==> src/rtl/spi2wb.sv <==
// SPI mode-0 slave that turns each 2-byte frame (command, data) into one Wishbone access.
// sck/ss_n/mosi are oversampled in the wb_clk domain.
module spi2wb #(
   parameter int unsigned ADDR_WIDTH  = 2,
   parameter int unsigned SYNC_STAGES = 2
) (
   input  logic                  wb_clk,
   input  logic                  wb_rst,
   input  logic                  sck,
   input  logic                  ss_n,
   input  logic                  mosi,
   output logic                  miso,
   output logic                  wb_cyc,
   output logic                  wb_stb,
   output logic [ADDR_WIDTH-1:0] wb_addr,
   output logic                  wb_we,
   output logic [7:0]            wb_data_out,
   input  logic [7:0]            wb_data_in,
   input  logic                  wb_ack,
   output logic                  rd_late
);

   typedef enum logic [2:0] {StIdle, StCmd, StRdReq, StData, StWrReq, StDone} state_e;

   logic [SYNC_STAGES-1:0] sck_sync_q, ss_sync_q, mosi_sync_q;
   logic                   sck_s, ss_s, mosi_s, sck_prev_q, ss_prev_q;
   logic                   sck_rise, sck_fall, ss_rise, ss_fall, shift_in;
   state_e                 state_q, state_d;
   logic [2:0]             bit_cnt_q, bit_cnt_d;
   logic [6:0]             rx_sr_q, rx_sr_d;
   logic [7:0]             rx_byte, tx_sr_q, tx_sr_d, wdata_q, wdata_d;
   logic [ADDR_WIDTH-1:0]  addr_q, addr_d;
   logic                   we_q, we_d, late_q, late_d, abort_q, abort_d;
   logic                   pend_q, pend_d, rd_late_q, rd_late_d;

   assign sck_s    = sck_sync_q[SYNC_STAGES-1];
   assign ss_s     = ss_sync_q[SYNC_STAGES-1];
   assign mosi_s   = mosi_sync_q[SYNC_STAGES-1];
   assign sck_rise = sck_s & ~sck_prev_q;
   assign sck_fall = ~sck_s & sck_prev_q;
   assign ss_rise  = ss_s & ~ss_prev_q;
   assign ss_fall  = ~ss_s & ss_prev_q;
   assign rx_byte  = {rx_sr_q, mosi_s};
   // Rises seen while the read is still outstanding belong to byte 2 and must be counted.
   assign shift_in = sck_rise & ~abort_q &
                     (state_q == StCmd || state_q == StRdReq || state_q == StData);

   always_ff @(posedge wb_clk) begin
      if (wb_rst) begin
         sck_sync_q  <= '0;
         ss_sync_q   <= '0;
         mosi_sync_q <= '0;
         sck_prev_q  <= 1'b0;
         ss_prev_q   <= 1'b0;
         state_q     <= StIdle;
         bit_cnt_q   <= 3'd0;
         rx_sr_q     <= 7'd0;
         tx_sr_q     <= 8'd0;
         wdata_q     <= 8'd0;
         addr_q      <= '0;
         we_q        <= 1'b0;
         late_q      <= 1'b0;
         abort_q     <= 1'b0;
         pend_q      <= 1'b0;
         rd_late_q   <= 1'b0;
      end else begin
         sck_sync_q  <= {sck_sync_q[SYNC_STAGES-2:0], sck};
         ss_sync_q   <= {ss_sync_q[SYNC_STAGES-2:0], ss_n};
         mosi_sync_q <= {mosi_sync_q[SYNC_STAGES-2:0], mosi};
         sck_prev_q  <= sck_s;
         ss_prev_q   <= ss_s;
         state_q     <= state_d;
         bit_cnt_q   <= bit_cnt_d;
         rx_sr_q     <= rx_sr_d;
         tx_sr_q     <= tx_sr_d;
         wdata_q     <= wdata_d;
         addr_q      <= addr_d;
         we_q        <= we_d;
         late_q      <= late_d;
         abort_q     <= abort_d;
         pend_q      <= pend_d;
         rd_late_q   <= rd_late_d;
      end
   end

   always_comb begin
      state_d   = state_q;
      bit_cnt_d = bit_cnt_q;
      rx_sr_d   = rx_sr_q;
      tx_sr_d   = tx_sr_q;
      wdata_d   = wdata_q;
      addr_d    = addr_q;
      we_d      = we_q;
      late_d    = late_q;
      abort_d   = abort_q;
      pend_d    = pend_q;
      rd_late_d = 1'b0;

      if (shift_in) begin
         rx_sr_d   = rx_byte[6:0];
         bit_cnt_d = bit_cnt_q + 3'd1;
      end
      if (ss_rise) begin
         bit_cnt_d = 3'd0;
         pend_d    = 1'b0;
      end
      // A frame that opens while a WB cycle is still draining starts once we are back in idle.
      if (ss_fall && state_q != StIdle) pend_d = 1'b1;

      unique case (state_q)
         StIdle: begin
            if (ss_fall || pend_q) begin
               state_d   = StCmd;
               bit_cnt_d = 3'd0;
               rx_sr_d   = 7'd0;
               tx_sr_d   = 8'd0;
               late_d    = 1'b0;
               abort_d   = 1'b0;
               pend_d    = 1'b0;
            end
         end
         StCmd: begin
            if (ss_rise) begin
               state_d = StIdle;
            end else if (shift_in && bit_cnt_q == 3'd7) begin
               we_d    = rx_byte[7];
               addr_d  = rx_byte[ADDR_WIDTH-1:0];
               state_d = rx_byte[7] ? StData : StRdReq;
            end
         end
         StRdReq: begin
            if (ss_rise) abort_d = 1'b1;
            if (shift_in && bit_cnt_q == 3'd0 && !late_q) begin
               late_d    = 1'b1;
               rd_late_d = 1'b1;
            end
            if (wb_ack) begin
               if (abort_q || ss_rise) begin
                  state_d = StIdle;
               end else begin
                  state_d = StData;
                  if (!late_d) tx_sr_d = wb_data_in;
               end
            end
         end
         StData: begin
            if (ss_rise) begin
               state_d = StIdle;
            end else begin
               // bit_cnt is 0 on the fall after the 8th command bit, so that fall never shifts.
               if (sck_fall && bit_cnt_q != 3'd0) tx_sr_d = {tx_sr_q[6:0], 1'b0};
               if (shift_in && bit_cnt_q == 3'd7) begin
                  if (we_q) begin
                     wdata_d = rx_byte;
                     state_d = StWrReq;
                  end else begin
                     state_d = StDone;
                  end
               end
            end
         end
         StWrReq: begin
            if (ss_rise) abort_d = 1'b1;
            if (wb_ack) state_d = (abort_q || ss_rise) ? StIdle : StDone;
         end
         StDone: begin
            if (ss_rise) state_d = StIdle;
         end
         default: state_d = StIdle;
      endcase
   end

   assign wb_cyc      = (state_q == StRdReq) || (state_q == StWrReq);
   assign wb_stb      = wb_cyc;
   assign wb_we       = (state_q == StWrReq);
   assign wb_addr     = addr_q;
   assign wb_data_out = wdata_q;
   assign rd_late     = rd_late_q;
   assign miso        = (state_q == StData) & ~ss_s & tx_sr_q[7];

endmodule
==> config.mk <==
export PLATFORM = sky130hd
export DESIGN_NAME = spi2wb
export DESIGN_NICKNAME = d
export VERILOG_FILES = /design/src/rtl/spi2wb.sv
export SDC_FILE = /design/constraint.sdc
export NUM_CORES = 1
export LEC_CHECK = 0
export CAP_MARGIN = 10
export CORE_ASPECT_RATIO = 0.7
export CORE_UTILIZATION = 48
export DETAILED_ROUTE_END_ITERATION = 8
export GPL_ROUTABILITY_DRIVEN = 0
export HOLD_SLACK_MARGIN = 0.06
export PLACE_DENSITY = 0.86
export SLEW_MARGIN = 20
export SYNTH_ARGS = -nofsm -noshare
export SYNTH_HDL_FRONTEND = slang
export SYNTH_SLANG_ARGS = --single-unit
==> constraint.sdc <==
create_clock -name wb_clk -period 1.75 [get_ports wb_clk]
set_input_delay 0.35 -clock wb_clk [delete_from_list [all_inputs] [get_ports wb_clk]]
set_output_delay 0.35 -clock wb_clk [all_outputs]
set_load 0.02 [all_outputs]
## Yosys cells after proc, flatten, opt, wreduce, memory -nomap -nowiden

Index checks and enable logic that the tools add are counted.

| storage, ports and cells | value |
|---|---|
| input port bits | 14 |
| bits in registers | 44 |
| word-level logic and storage cells | 113 |
| output and inout bits | 15 |

| operators by class | value |
|---|---|
| bitwise operators | 15 |
| add/subtract/negate cells | 1 |
| equality and inequality tests | 17 |
| reduce and logical (&&, ||, !) cells | 26 |
| muxes and demuxes | 38 |

Operator list:

| operator | number |
|---|---|
| 2-to-1 mux 8 bit | 6 |
| 2-to-1 mux 3 bit | 13 |
| one-hot mux 8 bit (3 select lines) | 1 |
| 2-to-1 mux 7 bit | 3 |
| one-hot mux 3 bit (6 select lines) | 1 |
| != test 2 bit (second input constant) | 7 |
| 2-to-1 mux 1 bit | 11 |
| == test 3 bit (second input constant) | 3 |
| nonzero test 3 bit | 3 |
| AND 1 bit | 8 |
| NOT 1 bit | 7 |
| AND reduction 7 bit | 1 |
| == test 3 x 2 -> 1 bit (second input constant) | 2 |
| zero test 3 bit | 2 |
| AND reduction 3 bit | 2 |
| AND reduction 6 bit | 1 |
| logical AND 1 bit | 5 |
| logical OR 1 bit | 5 |
| != test 2 x 1 -> 1 bit (second input constant) | 2 |
| one-hot mux 1 bit (2 select lines) | 2 |
| AND reduction 4 bit | 1 |
| nonzero test 2 bit | 2 |
| OR reduction 2 bit | 2 |
| adder 3 x 1 -> 3 bit (second input constant) | 1 |
| 6 further kinds | 6 |

## Logic depth before layout (Yosys ltp)

Gate-level depths: netlist of the first run.

| logic depth | value |
|---|---|
| depth after elaboration | 12 |
| depth in mapped cells | 8 |
| gate-level depth less buffers | 7 |

## Least setup slack after synthesis of the first run

No wires, ideal clock.

| path | value |
|---|---|
| kind | reg-to-reg |
| from | reg state_q[2] |
| to | reg state_q[2] |
| required time | 1622 ps |
| arrival time | 1651 ps |
| setup slack | -29 ps |
| clock period less this slack | 1779 ps |
| stages on the path, launching flop included | 7 |
| path through | dfxtp_1 -> nand2b_1 -> buf_4 -> a21oi_1 -> a222oi_1 -> mux2i_1 -> nor2_1 |

| between the ends | value |
|---|---|
| word-level cells in the longest chain between the ends | 7 |
| elaborated cells on any way between the ends | 18 |
| classes of those cells | 11 x eq/ne; 1 x mux; 1 x bitwise; 5 x reduce/logical |

Ends and longest elaborated chain:

| element | RTL line | text |
|---|---|---|
| start: declaration | 28 | `state_e state_q, state_d;` |
| start signal: assignment | 55 | `state_q <= StIdle;` |
| start signal: assignment | 72 | `state_q <= state_d;` |
| == test 3 x 1 -> 1 bit / == test 3 x 2 -> 1 bit (equally long branches) | 46, 110 |  |
| logical OR 1 bit (2 in a row) | 46 | `(state_q == StCmd \|\| state_q == StRdReq \|\| state_q == StData);` |
| AND 1 bit | 45 | `assign shift_in = sck_rise & ~abort_q &` |
| logical AND 1 bit | 125, 152 |  |
| != test 3 bit (no source line) / != test 3 x 2 -> 1 bit (equally long branches) | - |  |
| AND reduction 6 bit (no source line) | - |  |

Several ways; a longest one is shown, not always the timed one.
A chain may end at the register's enable or synchronous reset.

## Worst setup path after layout of the first run

| path | value |
|---|---|
| from | reg state_q[2] |
| to | reg tx_sr_q[0] |

| between the ends | value |
|---|---|
| word-level cells in the longest chain between the ends | 10 |
| elaborated cells on any way between the ends | 20 |
| classes of those cells | 9 x eq/ne; 3 x mux; 1 x bitwise; 7 x reduce/logical |

Ends and longest elaborated chain:

| element | RTL line | text |
|---|---|---|
| == test 3 x 1 -> 1 bit / == test 3 x 2 -> 1 bit (equally long branches) | 46, 110 |  |
| logical OR 1 bit (2 in a row) | 46 |  |
| AND 1 bit | 45 |  |
| logical AND 1 bit (2 in a row) | 133 | `if (shift_in && bit_cnt_q == 3'd0 && !late_q) begin` |
| 2-to-1 mux 1 bit | 133 |  |
| 2-to-1 mux 1 bit | 110 | `unique case (state_q)` |
| != test 2 bit (no source line) | - |  |
| AND reduction 7 bit (no source line) | - |  |
| end signal: assignment | 75 | `tx_sr_q <= tx_sr_d;` |
| end: declaration | 31 | `logic [7:0] rx_byte, tx_sr_q, tx_sr_d, wdata_q, wdata_d;` |

Several ways; a longest one is shown, not always the timed one. The select of a mux whose other input is x is not followed.

==> results of run 1 <==
[power by group]
group | switching [mW] | leakage [nW] | internal, mW | total [mW]
combinational | 0.190 | 0.777 | 0.188 | 0.378
sequential | 0.0112 | 0.358 | 1.01 | 1.02
clock | 0.360 | 0.0434 | 0.320 | 0.680
total | 0.562 | 1.18 | 1.52 | 2.08
[how the worst max path moves through the flow]
stage	from	to	slack (ns)
6_report	state_q[2]	tx_sr_q[0]	-0.06
4_1_cts	state_q[2]	wb_data_out[7]	-0.06
5_1_grt	state_q[2]	state_q[2]	-0.16
3_5_place_dp	wb_ack	tx_sr_q[1]	-0.30
3_3_place_gp	wb_ack	tx_sr_q[6]	-0.17
2_1_floorplan	ss_sync_q[1]	wb_data_out[1]	0.01
[metrics by stage]
step	TNS, ns	util (%)
floorplan	0	-
global placement	-1.44	64.4
detailed placement	-2.32	64.4
CTS	-0.377	69.4
global route	-1.57	72.1
finish	-0.209	72.1
[cell type report]
cell class / count / area (µm²)
Multi-Input combinational cell: 140 / 1150
Fill cell: 294 / 1100
Sequential cell: 44 / 888
Clock buffer: 6 / 82.6
Inverter: 8 / 30.0
Tap cell: 52 / 65.1
Clock inverter: 2 / 15.0
Timing Repair Buffer: 64 / 612
[metal layers]
metal  part of all wire [%]  track usage [%]
met5                      0                0
met4                    2.1             8.83
met3                    6.3             7.38
met2                     44             36.9
met1                     48             33.4
[placed cells by master, fill, tap and decap left out, drive strengths merged, types with 2 or more instances in the layout]
cell type,n
clkinvlp,2
o41ai,7
a311oi,2
nand2b,4
o21ai,5
nor2b,12
nand3b,7
nand3,2
nor4b,2
nand2,9
nor2,27
ha,3
mux2i,29
clkbuf,8
dfxtp,44
nor3,9
inv,8
buf,38
a21oi,5
clkdlybuf4s50,24
or2,3
[flip-flops by register name, indices dropped and copies added, names as in the netlist]
| register | flops |
|---|---|
| tx_sr_q | 8 |
| wb_data_out | 8 |
| rx_sr_q | 7 |
| bit_cnt_q | 3 |
| state_q | 3 |
| mosi_sync_q | 2 |
| sck_sync_q | 2 |
| ss_sync_q | 2 |
| wb_addr | 2 |
| abort_q | 1 |
| late_q | 1 |
| pend_q | 1 |
| rd_late | 1 |
| sck_prev_q | 1 |
| ss_prev_q | 1 |
| we_q | 1 |
[cell families after synthesis]
kind of cell | Yosys count | share of synthesized area (%)
compound gates | 28 | 11.0
xor+xnor | 1 | 0.441
fa+ha+maj | 3 | 1.89
buf+inv | 22 | 5.16
flops | 44 | 44.3
mux | 29 | 14.6
simple gates | 79 | 22.6
[worst max-delay path, cell delays in order, from the launching register on]
cell and delay, ns:
dfxtp_2 0.34, buf_6 0.12, nor4b_4 0.31, buf_4 0.19, a31oi_4 0.09, o2111ai_4 0.25, buf_6 0.17, mux2i_1 0.17
nor2_1 0.06
[timing repair]
action                                  in CTS  in global routing
gates resized for setup                     29                 25
endpoints found under the setup margin      25                 36
gates cloned                                 1                  1
pin swaps                                    9                 23
setup buffers                                3                  0
==> impl_metrics.env, run 1 <==
export IMPL_status="complete, but fails checks"
export IMPL_violations="negative setup slack"
export IMPL_crit_fanout=8
export IMPL_grt_pass1_wl_um=8250
export IMPL_ys_top_cells_by_area="dfxtp_1, mux2i_1, nor2_1"
export IMPL_fmax_ghz=0.553
export IMPL_yosysTopAreaCell="dfxtp_1"
export IMPL_vdd_ir_drop_max_v=0.000561
export IMPL_worstHoldEndpoint="ss_sync_q[1]"
export IMPL_ctsHoldBuffers=0
export IMPL_worstSetupEndpointType="flop"
export IMPL_min_path_cells=1
export IMPL_syn_inst=206
export IMPL_path_class="flop to flop"
export IMPL_p_leak_nw=1.18
export IMPL_required_ns=1.95
export IMPL_ctsLongestPathBuffers=2
export IMPL_period_share_pct=103
export IMPL_cts_num_sinks=44
export IMPL_hp_start="ss_sync_q[0]"
export IMPL_drive_gt1_share_pct=30.3
export IMPL_grtUsageTotal_pct=24.6
export IMPL_htreeDepth=2
export IMPL_pin_count=29
export IMPL_drt_pass1_iter_count=5
export IMPL_stdcell_count=316
export IMPL_grt_max_degree=28
export IMPL_rsz0062_at_grt="true"
export IMPL_holdCritPathClass="flop to flop"
export IMPL_synth_top_cell_area_share_pct=44.3
export IMPL_finalNetCount=280
export IMPL_fin_area_um2=2840
export IMPL_tightestPinTransition_ns=0.350
export IMPL_diodes=0
export IMPL_final_hold_viol_count=0
export IMPL_vias_per_cell=5.47
export IMPL_crit_path_start_kind="flop"
export IMPL_synth_edff_count=0
export IMPL_synth_common_cells="dfxtp_1, mux2i_1, nor2_1, nor2b_1, nand2_1"
export IMPL_synthToLayoutAreaGrowth_pct=43.1
export IMPL_dpl_cell_count=304
export IMPL_whs_ns=0.452
export IMPL_yosysMostFrequentCell="dfxtp_1"
export IMPL_layout_min_cycle_time_ns=1.81
export IMPL_clk_latency_ns=0.30
export IMPL_drv_cap=0
export IMPL_antenna_left=0
export IMPL_fin_skew_ns=0.00741
export IMPL_syn_nets=223
export IMPL_drtIter0Drc=132
export IMPL_synthArstFlopShare_pct=0
export IMPL_synth_ff_type="dfxtp_1"
export IMPL_synth_seq_area_share_pct=44.3
export IMPL_setup_ws_ns=-0.0599
export IMPL_vias=1728
export IMPL_slew_headroom_pct=76.7
export IMPL_numPortBuffers=28
export IMPL_drc=0
export IMPL_gr_total_overflow=0
export IMPL_reg2reg_slack_ns=-0.06
export IMPL_fp_dieW_um=78.9
export IMPL_ys_warn_count=0
export IMPL_synth_area_per_cell_um2=9.65
export IMPL_ys_ff_latch=44
export IMPL_start_util_pct=50.3
export IMPL_clk_pin_slew_worst_paths_ns=0.08
export IMPL_power_mw=2.08
export IMPL_root_buffer="clkbuf_8"
export IMPL_core_area_um2=3950
export IMPL_netlist_area_um2=1990
export IMPL_r2r_end="tx_sr_q[0]"
export IMPL_die_y_um=55.8
export IMPL_place_ws_ns=-0.302
export IMPL_die_area_um2=4400
export IMPL_r2r_start="state_q[2]"
export IMPL_power_density_nw_per_um2=732
export IMPL_cts_buffers=5
export IMPL_wire_per_inst_um=16.0
export IMPL_place_area_um2=2540
export IMPL_cts_tree="built"
export IMPL_grt_pass1_vias=1729
export IMPL_hpwl_um=3290
export IMPL_worstPathArrival_ns=2.01
export IMPL_finalMaxSlewViolations=0
export IMPL_placementRows=19
export IMPL_antenna_found_initial=0
export IMPL_reg2regPathDepth=8
export IMPL_finalSetupViolations=12
export IMPL_synth_cell_type_count=43
export IMPL_wirelength_um=5050
(Power assumes the default switching activity.)
==> inputs of run 2 (changes only) <==
--- a/config.mk
+++ b/config.mk
@@ -13,3 +13,3 @@
 export HOLD_SLACK_MARGIN = 0.06
-export PLACE_DENSITY = 0.86
+export PLACE_DENSITY = 0.74
 export SLEW_MARGIN = 20
--- a/constraint.sdc
+++ b/constraint.sdc
@@ -3,2 +3,2 @@
 set_output_delay 0.35 -clock wb_clk [all_outputs]
-set_load 0.02 [all_outputs]
+set_load 0.05 [all_outputs]
==> run 2 against run 1 <==
Net effect:
- the flow still finishes with violations (negative setup slack)
- routed wire length shrank 6.0%
- die area is the same
- register-to-register slack lost 0.08 ns
- global-route usage shrank 1.9 points
- non-clock buffer count shrank 5
- critical path type unchanged
- highest routed layer unchanged
==> impl_metrics.env, run 2 (synthesized netlist as in run 1, its figures left out) <==
export IMPL_setup_ws_ns=-0.137
export IMPL_die_area_um2=4400
export IMPL_intPower_mw=1.64
export IMPL_vias_per_cell=5.38
export IMPL_fin_skew_ns=0.00698
export IMPL_drt_pass1_iter_count=4
export IMPL_required_ns=1.95
export IMPL_grtUsageTotal_pct=22.6
export IMPL_cts_buffers=5
export IMPL_vias=1674
export IMPL_slew_headroom_pct=77.5
export IMPL_reg2regPathDepth=8
export IMPL_min_path_cells=1
export IMPL_gr_total_overflow=0
export IMPL_critical_path_max_stage_delay_ns=0.34
export IMPL_tightestPinTransition_ns=0.335
export IMPL_violations="negative setup slack"
export IMPL_p_clk_share_pct=37.8
export IMPL_worstPathArrival_ns=2.08
export IMPL_htreeDepth=2
export IMPL_die_y_um=55.8
export IMPL_status="complete, but fails checks"
export IMPL_dpl_cell_count=298
export IMPL_drc=0
export IMPL_cts_num_sinks=44
export IMPL_wire_per_inst_um=15.3
export IMPL_rsz0062_at_grt="true"
export IMPL_ctsHoldBuffers=0
export IMPL_finalSetupViolations=16
export IMPL_worstSetupEndpointType="flop"
export IMPL_antenna_found_initial=0
export IMPL_fin_util_pct=70.4
export IMPL_layout_min_cycle_time_ns=1.89
export IMPL_p_leak_nw=1.16
export IMPL_final_common_cell="dfxtp_1"
export IMPL_ctsLongestPathBuffers=2
export IMPL_finalNetCount=275
export IMPL_grt_pass1_vias=1596
export IMPL_drv_cap=0
export IMPL_holdCritPathClass="flop to flop"
export IMPL_vdd_ir_drop_max_v=0.000568
export IMPL_p_comb_share_pct=14.7
export IMPL_hpwl_um=3150
export IMPL_crit_top_cell="buf_4"
export IMPL_placementRows=19
export IMPL_grt_max_degree=33
export IMPL_period_share_pct=108
export IMPL_slowest_stage="dfxtp_2"
export IMPL_core_area_um2=3950
export IMPL_crit_fanout=3
export IMPL_antenna_left=0
export IMPL_crit_chain="buf_6 > nor4b_4 > buf_4 > nand3_4 > a222oi_1 > buf_4 > mux2i_1 > nor2_1"
export IMPL_diodes=0
export IMPL_cp_startpoint="state_q[2]"
export IMPL_grt_pass1_wl_um=7640
export IMPL_net_switching_power_mw=0.539
export IMPL_place_ws_ns=-0.320
export IMPL_synthToLayoutAreaGrowth_pct=39.7
export IMPL_start_util_pct=50.3
export IMPL_most_common_layout_cells="dfxtp_1, buf_4, mux2i_1"
export IMPL_drtIter0Drc=198
export IMPL_fp_dieW_um=78.9
export IMPL_numPortBuffers=28
export IMPL_root_buffer="clkbuf_8"
export IMPL_pin_count=29
export IMPL_place_area_um2=2510
export IMPL_stdcell_count=311
export IMPL_fin_area_um2=2780
export IMPL_drive_gt1_share_pct=31.7
export IMPL_r2r_start="state_q[2]"
export IMPL_swShare_pct=24.8
export IMPL_fmax_ghz=0.530
export IMPL_final_hold_viol_count=0
export IMPL_clk_pin_slew_worst_paths_ns=0.09
export IMPL_finalMaxSlewViolations=0
export IMPL_hp_start="ss_sync_q[0]"
export IMPL_path_class="flop to flop"
export IMPL_power_density_nw_per_um2=783
export IMPL_wirelength_um=4750
export IMPL_seq_power_share_pct=47.4
export IMPL_crit_path_start_kind="flop"
export IMPL_cts_tree="built"
export IMPL_clk_latency_ns=0.30
export IMPL_fillers=302
export IMPL_whs_ns=0.456
-- run 2: final cells by class --
cell class	count	area [µm²]	share of cell area [%]
clock inverter	2	38.8	1.40
inverter	8	30.0	1.08
sequential	44	886	31.9
tap	52	65.1	2.34
multi-input combinational	140	1110	40.0
clock buffer	6	82.6	2.97
timing repair buffer	59	564	20.3
-- run 2: critical path, delay by kind of cell (launching register included) --
kind	cells	cell delay (ns)
simple gates	3	0.39
mux	1	0.21
flops	1	0.34
compound gates	1	0.34
buf+inv	3	0.50
-- run 2: worst paths after layout --
check	endpoint	slack [ns]
max	state_q[2]	-0.14
min	ss_sync_q[1]	0.46
max reg2reg	state_q[2]	-0.14
min reg2reg	ss_sync_q[1]	0.46
-- run 2: repair_timing --
item / 4_1_cts / 5_1_grt
buffers inserted: 2 / 2
pin swaps: 6 / 7
gates cloned: 1 / 0
setup endpoints to repair: 14 / 25
gates resized for setup: 15 / 13
-- run 2: power groups by stage --
stage / Clock, mW / Combinational, mW / Sequential, mW
detailed placement: 0 / 0.270 / 1.05
finish: 0.822 / 0.321 / 1.03
global route: 0.876 / 0.342 / 1.03
floorplan: 0 / 0.175 / 1.04
CTS: 0.842 / 0.290 / 1.03
global placement: 0 / 0.268 / 1.05
-- run 2: through the flow --
stage	setup TNS (ns)	total power [mW]
2_1_floorplan	-0.166	1.22
3_3_place_gp	-1.36	1.32
3_5_place_dp	-1.93	1.32
4_1_cts	-0.236	2.16
5_1_grt	-2.74	2.25
6_report	-1.03	2.17
-- run 2: layer usage --
metal  GRT usage, %  vias up  wire length [µm]
met5              0        -                 0
met4           7.01        0                39
met3           5.57        4               333
met2           32.3       62              2120
met1           33.5      784              2250
li1               -      824                 -
